$ cat src/rtl/clk_div_pkg.sv
// Shared types and default sizing for the multi-channel clock divider.
package clk_div_pkg;

    typedef enum logic [1:0] {
        ST_IDLE = 2'd0,
        ST_RUN1 = 2'd1,
        ST_RUN2 = 2'd2
    } step_st_e;

    localparam int CNT_W_DEF       = 21;
    localparam int DEFAULT_DIV_DEF = 250000;

endpackage

$ cat src/rtl/clk_div_ch.sv
// One divider channel: counter, shadow/active divisor, single-step FSM,
// registered 50% output and terminal-count tick.
module clk_div_ch
    import clk_div_pkg::*;
#(
    parameter int CNT_W       = CNT_W_DEF,
    parameter int DEFAULT_DIV = DEFAULT_DIV_DEF
) (
    input  logic             clk,
    input  logic             rst,
    input  logic             en,
    input  logic             step,
    input  logic             wr,
    input  logic [CNT_W-1:0] wr_val,
    output logic             clk_out,
    output logic             tick,
    output logic             stepping
);

    localparam logic [CNT_W-1:0] DIV_RST = CNT_W'(DEFAULT_DIV);

    logic [CNT_W-1:0] cnt_q, cnt_d;
    logic [CNT_W-1:0] div_sh_q, div_sh_d;
    logic [CNT_W-1:0] div_act_q, div_act_d;
    logic             clk_out_q, clk_out_d;
    logic             tick_q, tick_d;
    logic             stepping_q, stepping_d;
    step_st_e         st_q, st_d;
    logic             running;
    logic             term;

    always_comb begin
        running    = en || stepping_q;
        // >= rather than == so a divisor shrunk below cnt fires at once
        term       = running && (cnt_q >= div_act_q);
        cnt_d      = cnt_q;
        clk_out_d  = clk_out_q;
        div_sh_d   = wr ? wr_val : div_sh_q;
        div_act_d  = div_act_q;
        tick_d     = term;
        st_d       = st_q;

        if (term) begin
            cnt_d     = '0;
            clk_out_d = ~clk_out_q;
            div_act_d = wr ? wr_val : div_sh_q;
        end else if (running) begin
            cnt_d = cnt_q + CNT_W'(1);
        end else if (wr) begin
            div_act_d = wr_val;
        end

        case (st_q)
            ST_IDLE: if (step && !en) st_d = ST_RUN1;
            ST_RUN1: if (en) st_d = ST_IDLE; else if (term) st_d = ST_RUN2;
            ST_RUN2: if (en || term) st_d = ST_IDLE;
            default: st_d = ST_IDLE;
        endcase
        stepping_d = (st_d != ST_IDLE);
    end

    always_ff @(posedge clk) begin
        if (rst) begin
            cnt_q      <= '0;
            div_sh_q   <= DIV_RST;
            div_act_q  <= DIV_RST;
            clk_out_q  <= 1'b0;
            tick_q     <= 1'b0;
            stepping_q <= 1'b0;
            st_q       <= ST_IDLE;
        end else begin
            cnt_q      <= cnt_d;
            div_sh_q   <= div_sh_d;
            div_act_q  <= div_act_d;
            clk_out_q  <= clk_out_d;
            tick_q     <= tick_d;
            stepping_q <= stepping_d;
            st_q       <= st_d;
        end
    end

    assign clk_out  = clk_out_q;
    assign tick     = tick_q;
    assign stepping = stepping_q;

endmodule

$ cat src/rtl/clk_div_multi.sv
// Multi-channel clock-enable / divided-clock generator: NUM_CH independent
// channels sharing only the divisor write decode.
module clk_div_multi
    import clk_div_pkg::*;
#(
    parameter int  NUM_CH      = 2,
    parameter int  CNT_W       = CNT_W_DEF,
    parameter int  DEFAULT_DIV = DEFAULT_DIV_DEF,
    localparam int CH_W        = (NUM_CH > 1) ? $clog2(NUM_CH) : 1
) (
    input  logic              clk,
    input  logic              rst,
    input  logic [NUM_CH-1:0] en,
    input  logic [NUM_CH-1:0] step,
    input  logic              div_wr,
    input  logic [CH_W-1:0]   div_ch,
    input  logic [CNT_W-1:0]  div_val,
    output logic [NUM_CH-1:0] clk_out,
    output logic [NUM_CH-1:0] tick,
    output logic [NUM_CH-1:0] stepping
);

    logic [NUM_CH-1:0] wr_stb;

    for (genvar i = 0; i < NUM_CH; i++) begin : g_ch
        // out-of-range div_ch matches no index, so it is dropped here
        assign wr_stb[i] = div_wr && (div_ch == CH_W'(i));

        clk_div_ch #(
            .CNT_W       (CNT_W),
            .DEFAULT_DIV (DEFAULT_DIV)
        ) u_ch (
            .clk      (clk),
            .rst      (rst),
            .en       (en[i]),
            .step     (step[i]),
            .wr       (wr_stb[i]),
            .wr_val   (div_val),
            .clk_out  (clk_out[i]),
            .tick     (tick[i]),
            .stepping (stepping[i])
        );
    end

endmodule
$ cat config.mk
export PLATFORM = sky130hd
export DESIGN_NAME = clk_div_multi
export DESIGN_NICKNAME = d
export VERILOG_FILES = /design/src/rtl/clk_div_pkg.sv /design/src/rtl/clk_div_ch.sv /design/src/rtl/clk_div_multi.sv
export SDC_FILE = /design/constraint.sdc
export NUM_CORES = 1
export LEC_CHECK = 0
export ABC_AREA = 1
export BUFFER_PORTS_ARGS = -buffer_cell sky130_fd_sc_hd__buf_2
export CAP_MARGIN = 20
export CORE_MARGIN = 2
export CORE_UTILIZATION = 30
export CTS_BUF_LIST = sky130_fd_sc_hd__clkbuf_4
export DETAILED_ROUTE_END_ITERATION = 10
export SYNTH_ARGS = -nofsm -noshare
export SYNTH_HDL_FRONTEND = slang
export SYNTH_HIERARCHICAL = 1
export SYNTH_SLANG_ARGS = --single-unit
export TNS_END_PERCENT = 1
$ cat constraint.sdc
create_clock -name clk -period 2.73 [get_ports clk]
set_input_delay 0.4095 -clock clk [delete_from_list [all_inputs] [get_ports clk]]
set_output_delay 0.4095 -clock clk [all_outputs]
set_load 0.01 [all_outputs]
==> results.md, run 1 <==
- During placement, the flow inserted port buffers numbering 34.
- The mapped cell area is 0.00752 mm2.
- The via count of the first global-routing pass came to 6073.
- The hold-fix buffer count after cts is 0.
- Setup repair after global routing left no endpoint under its margin.
- The library cell used most frequently in the layout, excluding fill and tap cells, is nand2_1.
- The total overflow left after global routing is 0.
- The worst hold path stage count is 4.
- The placed instances occupy a cell area of 0.00800 mm2.
- The pre-antenna-repair detailed-routing pass consisted of 5 iterations.
- For the pin with the worst max-slew slack, the measured transition is 0.636 ns.
- Max-cap violations in this run came to 0.
- The die covers 0.0264 mm2.
- Data on the critical path is required at its endpoint by 3.15 ns.
- In this run the tightest slew margin relative to its limit is between 50% and 60%.
- The wire length on met2 is 7.76 mm.
- The area share of the largest cell type after synthesis is 36.2%.
- TritonCTS built the clock tree.
- IR analysis of the VDD net gives a maximum drop of 0.238 mV.
- The power share of the combinational group is 10.4%.
- The worst path arrival time is about 2.6 ns.
- The post-cts repair resize count is 0.
- The initialized floorplan defines 57 standard-cell rows.
- The routed wire length is 17.7 mm.
- After layout, the minimum clock period comes to 2.13 ns.
- The number of standard cells after synthesis is 1076.
- Once placement completed, the tool counted placed cells totaling 1410.
- The detailed-routed wire length on met3 is 605 um.
- The share of cells above drive strength 1 is approximately 16%.
- The finished cells cover about 0.0083 mm2.
- The floorplan step set the die width to 162 um.
- The clock network is responsible for 34.6% of the overall power.
- The count of endpoints failing setup in the final report is 0.
- The clock-pin transition on the worst setup and hold timing paths is 0.12 ns.
- The worst setup path is launched from a flip-flop.
- Setup total negative slack on the finished layout was measured at 0 ns.
- The detailed placement HPWL is 12.9 mm.
- Counting along the longest clock path gives a buffer depth of 2.
- The first global-routing pass estimated 29.7 mm of wire.
- The initial antenna violation count is 1.
- The later pin in the worst-skew pair is clocked with a latency of between 0.5 and 0.6 ns.
- The post-CTS repair timing setup buffer count is 0.
- Across all layers, the routed design uses 6437 vias.
- The max-slew violation total from the final report came to 0.
- The critical hold path startpoint is en[1].
- In the routed layout, each cell is associated on average with a via count of about 4.5.
- The worst reg2reg path depth is 13.
- The power per cell area is 458 mW/mm2.
- In the layout the commonest cells are nand2_1, inv_1, dfxtp_1, nand3_1, nor2_1.
- In this run the critical register-to-register path is launched from g_ch[0].u_ch/div_act_q[18].
- The root buffer cell chosen for the clock tree is clkbuf_4.
- In the final layout, the multi-input gates occupy roughly 0.004 mm2.
- The net count after synthesis is 1149.
- The clock drives 136 sinks.
- The share of total power in sequential cells is 55.0%.
- The worst clock skew is 0.0114 ns.
- The layout net count is 1178.
- The total I/O pin count is 35.
- The critical path is of the flip-flop to flip-flop type.
- In this run the worst path has a maximum fanout of 25.
- Net switching is a little over a quarter of the power.
- Based on the critical path, the design can be clocked at up to 0.469 GHz.
- For this design the static power due to leakage is 3.84 nW.
- The average wire per standard cell is 12.3 um.
- The top layer used by detailed routing is met4.
- For this configuration, the core starts out at a cell density of 30.8%.
- The floorplan step defined a core boundary enclosing between 0.02 and 0.025 mm2.
- The number of buffers inserted during clock tree synthesis is 17.
- The number of inserted filler cells in the final layout is 2650.
- In the routed design, unresolved DRC markers number 0.
- The first-iteration detailed-routing DRC count is 427.
- After layout, the worst setup slack is 0.600 ns.
- The floorplan step set the die height to 162 um.
- The relative area change from synthesis to final layout is 9.81%.
- By area the synthesized netlist is led by dfxtp_1, nand2_1, inv_1.
- The finished layout holds 1442 standard cells, fillers aside.
- The design internal power is 2.75 mW.
- The run finished with clean final reports.
- The sequential element share of the synthesized area is about 36%.
- The mean area per synthesized cell is 6.99 um2.
- The post-synthesis cell type count is 36.
- Routability-driven placement finished with a final weighted congestion of 0.808.
- In the global route stage, overall resource usage came out at 14.0%.
- Once detail routing completed, the nets flagged for antenna violations numbered 0.
- The worst path uses between 70% and 80% of the clock period.
- The level count of the clock H-tree is 4.
- The flip-flop and latch area is 0.00272 mm2.
- Entering global routing, the biggest net connects 60 pins.
- The total of flip-flops plus latches after synthesis is 136.
- The launching element of the worst setup path is g_ch[0].u_ch/div_act_q[18].
- The wire length the detailed router placed on met1 is 8.96 mm.
- The critical path capture point type is a flip-flop.
- The final hold violation count is 0.
- The analysis attributes to net switching a power of 1.03 mW.
- The pre-CTS setup slack is 0.618 ns.
- The type of the tightest min-delay check is input port to flip-flop.
- The biggest area contributor in the post-synthesis netlist is dfxtp_1.
- The worst slack on hold paths is about 0.15 ns.
- The Yosys step of the flow raised 6 warnings.
-- layer usage --
| layer | vias up | GRT usage, % |
|---|---|---|
| met5 | - | 0 |
| met3 | 26 | 2.52 |
| met2 | 102 | 21.5 |
| met1 | 2874 | 19.4 |
| met4 | 0 | 5.51 |
| li1 | 3435 | - |
-- cell families (layout without fill, tap and decap cells) --
kind of cell    count (synthesis)  count (layout)  synth area share, %
other cells                     0               1                    0
compound gates                118             118                 9.45
simple gates                  540             540                 32.3
buf+inv                       210             251                 11.5
xor+xnor                       28              28                 3.26
fa+ha+maj                      44              44                 7.32
flops                         136             136                 36.2
-- stage by stage --
stage          total power [mW]  util [%]
2_1_floorplan              2.40         -
3_3_place_gp               2.52      32.7
3_5_place_dp               2.52      32.7
4_1_cts                    3.84      33.8
5_1_grt                    4.00      33.8
6_report                   3.78      33.8
-- cell type report --
type / instances / area share, %
diodes: 1 / 0.0303
clock buffers: 21 / 1.91
clock inverters: 10 / 1.27
inverters: 172 / 7.82
multi-input cells: 730 / 47.6
flip-flops and latches: 136 / 33.0
well taps: 324 / 4.91
repair buffers: 48 / 3.48
-- critical path, cell delays in order, from the launching register on --
cell     delay, ns
dfxtp_1       0.36
inv_1         0.06
ha_1          0.31
nand2_1       0.14
nor2_4        0.05
nand2_1       0.07
nor2_1        0.05
nand2_1       0.10
nand4_4       0.12
nand2_4       0.26
buf_4         0.25
o21ai_2       0.07
nand2_1       0.08
nand3_1       0.06
-- power groups by stage --
stage / logic [mW] / registers [mW] / clock network, mW
finish: 0.393 / 2.08 / 1.31
global route: 0.452 / 2.09 / 1.45
CTS: 0.397 / 2.08 / 1.36
detailed placement: 0.395 / 2.13 / 0
global placement: 0.392 / 2.12 / 0
floorplan: 0.282 / 2.12 / 0
-- state kept, by name, summed over array words and instances (netlist names) --
signal / cells
g_ch.u_ch/cnt_q: 42
g_ch.u_ch/div_act_q: 42
g_ch.u_ch/div_sh_q: 42
g_ch.u_ch/st_q: 4
g_ch.u_ch/clk_out: 2
g_ch.u_ch/stepping: 2
g_ch.u_ch/tick: 2
-- path summary, 6_finish.rpt --
| kind | slack, ns | to |
|---|---|---|
| worst max-delay path | 0.60 | g_ch[0].u_ch/div_act_q[7] |
| worst min-delay path | 0.15 | g_ch[1].u_ch/st_q[0] |
| worst max register to register | 0.60 | g_ch[0].u_ch/div_act_q[7] |
| worst min register to register | 0.48 | g_ch[1].u_ch/div_sh_q[17] |
-- synth_stat cells (all sizes together) --
cell type,instances
buf,22
o211ai,2
o21a,2
nor4,4
or2,32
xnor2,12
clkinv,2
nor3b,4
nand3,106
nand2,259
ha,44
a21o,2
a21oi,54
clkbuf,16
o21ai,58
xor2,16
inv,170
nor2,113
nor3,12
dfxtp,136
nand4,10
Power figures use the tool's default switching activity.
==> run 2: changes to the inputs <==
clock period = 2.25 ns   (was 2.73 ns; I/O delays follow)
==> run 2 against run 1 <==
  * Hold slack worse by 0.039 ns
  * Sequential share of layout area is 0.41 points lower
  * First-iteration DRC count is 16% lower
  * Clock-buffer cell count is 1 lower
  * Fmax is 3.7% higher
  * Highest routed layer unchanged
  * Non-clock buffer count is 10 higher
  * Power is 24% higher
  * Register-to-register slack worse by 0.40 ns
  * Clock skew is 0.0032 ns higher
==> results.md, run 2 (synthesis results as in run 1) <==
- The flow ran to the end, and the final reports show no timing, DRC or antenna violations.
- Dividing total power by cell area gives a power density of between 500 and 600 mW/mm2.
- In this run, post-CTS hold repair placed 0 buffers.
- The first-pass GRT wire length is about 29 mm.
- Setup repair after global routing left no endpoint under its margin.
- No sink is reached through more buffers than the 2 on the longest clock path.
- The congestion estimate from routability-driven global placement came to about 0.84.
- The placed instance area is 0.00808 mm2.
- Among all stages on the critical path, the largest delay is contributed by dfxtp_1.
- Across the whole layout, storage elements account for 0.00272 mm2.
- The relative slew slack is roughly three fifths.
- For the finished layout, the period the worst path requires is 2.05 ns.
- Measured on the finished design, the core utilization comes to 34.2%.
- The floorplan step defined a die boundary enclosing 0.0264 mm2.
- Traced cell by cell, the critical path runs through inv_1, ha_1, nand2_1, inv_2, nand2_1, nand2_1, a21oi_2, nand4_4, nand2_4, buf_4, nand3_1, a21oi_1.
- The final layout contains 1188 nets.
- The type of the tightest min-delay check is input port to flip-flop.
- The leading cell type in the layout, fill and taps excluded is nand2_1.
- For the final database, setup skew stands at 0.0147 ns.
- Adding up every negative setup slack in the final design gives 0 ns.
- The floorplan step set the die width to 162 um.
- In the global route stage, overall resource usage came out at 14.0%.
- The number of detailed-routing iterations run before antenna repair is 5.
- The pin count of the biggest net entering global routing is 57.
- The area of the core is around 0.024 mm2.
- The most numerous cell on the critical path is nand2_1.
- The final hold violation count is 0.
- The maximum resistive drop on vdd is between 0.2 and 0.3 mV.
- The wire-length estimate of the detail-placed layout is 13.2 mm.
- The clock root buffer master is clkbuf_4.
- The critical path capture point type is a flip-flop.
- The top cell types in the final layout, fill and taps aside, are nand2_1, inv_1, dfxtp_1, nand3_1, nor2_1.
- After routing the design area is 0.00837 mm2.
- In the final layout, the share of cells above drive strength 1 is 16.3%.
- Once detail routing completed, the nets flagged for antenna violations numbered 0.
- The later pin in the worst-skew pair is clocked with a latency of 0.55 ns.
- The count of endpoints failing setup in the final report is 0.
- The initial antenna violation count is 1.
- The static leakage is 3.90 nW.
- The H-tree generated during clock tree synthesis spans 4 levels.
- The vertical extent of the die is 162 um.
- The total vias in the final route is 6492.
- The tool flagged a number of max-cap violations equal to 0.
- The final critical path takes up 91.3% of the cycle.
- For this design, the sink count on the clock tree is approximately 140.
- In this run the worst path has a maximum fanout of 15.
- The worst path arrival time is 2.53 ns.
- The delay of the slowest cell on the worst path is approximately 0.36 ns.
- The worst endpoint required time is 2.73 ns.
- The first-iteration detailed-routing DRC count is 357.
- In the final layout, the multi-input gates occupy between 0.003 and 0.004 mm2.
- During placement, the flow inserted port buffers numbering 34.
- The routed wire length is ~18 mm.
- The sum of overflow across all layers after global routing is 0.
- The relative area change from synthesis to final layout is 11.2%.
- At the pin with the least slew margin, the transition time is between 0.5 and 0.6 ns.
- The clock tree from TritonCTS is built.
- The number of remaining DRC errors is 0.
- Clock-pin slew was measured on the worst setup and hold paths at roughly 0.11 ns.
- Dividing the detail-routed wire length by the instance count gives 12.4 um.
- In this run, CTS created clock tree buffers numbering 17.
- The largest registers in the layout are g_ch.u_ch/cnt_q: 42 flops, g_ch.u_ch/div_act_q: 42 flops, g_ch.u_ch/div_sh_q: 42 flops.
- The number of inserted filler cells in the final layout is 2633.
- The max-slew violation total from the final report is 0.
- The via count of the first global-routing pass came to 5871.
- The kind of start point of the critical path is a flip-flop.
- The total power draw is 4.71 mW.
- Derived from the worst setup path, the maximum achievable clock frequency is between 0.4 and 0.5 GHz.
- The critical path is of the flip-flop to flip-flop type.
- The number of standard-cell rows in the floorplan is between 50 and 60.
- The total I/O pin count is 35.
- Dividing the detail-routed via count by the number of cells gives 4.47.
- The initial utilization of the core area, before any placement, comes to slightly above 30%.
-- run 2: path summary, 6_finish.rpt --
check                                                   to                  startpoint  slack, ns  cells after the start
worst min-delay path                  g_ch[0].u_ch/st_q[0]                       en[0]       0.11                      4
worst min register to register  g_ch[1].u_ch/div_act_q[19]  g_ch[1].u_ch/div_act_q[19]       0.49                      2
worst max-delay path             g_ch[0].u_ch/div_act_q[2]  g_ch[0].u_ch/div_act_q[16]       0.20                     12
worst max register to register   g_ch[0].u_ch/div_act_q[2]  g_ch[0].u_ch/div_act_q[16]       0.20                     12
-- run 2: layout make-up --
type | count | share of cell area, %
Inverter | 172 | 7.72
Tap cell | 324 | 4.84
Clock buffer | 20 | 1.79
Timing Repair Buffer | 58 | 4.49
Clock inverter | 11 | 1.57
Multi-Input combinational cell | 730 | 47.0
Antenna cell | 1 | 0.0299
Sequential cell | 136 | 32.6
-- run 2: metal layers --
metal	track usage, %	up-vias	part of all wire, %
met5	0	-	0
met2	20.8	129	43
met1	20.0	2887	51
met4	4.91	0	2.0
met3	3.00	17	3.9
li1	-	3459	-
-- run 2: per-stage QoR --
step                      cells  worst slack, ns  hold slack, ns
after floorplan            1076            0.498           0.422
after global placement     1420            0.242           0.457
after detailed placement   1420            0.238           0.467
after CTS                  1451            0.197          0.0674
after global routing       1452           0.0131          0.0633
final                      1452            0.196           0.108
-- run 2: critical path: cells and delay by family (launching register included) --
family	cells	cell delay (ns)
AND/OR/NAND/NOR	6	0.65
AO/OA/AOI/OAI	2	0.33
flip-flops	1	0.36
adder cells (fa/ha/maj)	1	0.31
buffers and inverters	3	0.33
-- run 2: power by group --
part	internal, mW	switching [mW]	total [mW]
clock	0.784	0.904	1.69
combinational	0.169	0.323	0.492
sequential	2.49	0.0347	2.53
total	3.44	1.26	4.71
-- run 2: timing repair --
item,in CTS,in global routing
setup endpoints to repair,0,1
buffers inserted,0,0
resized for setup,0,1
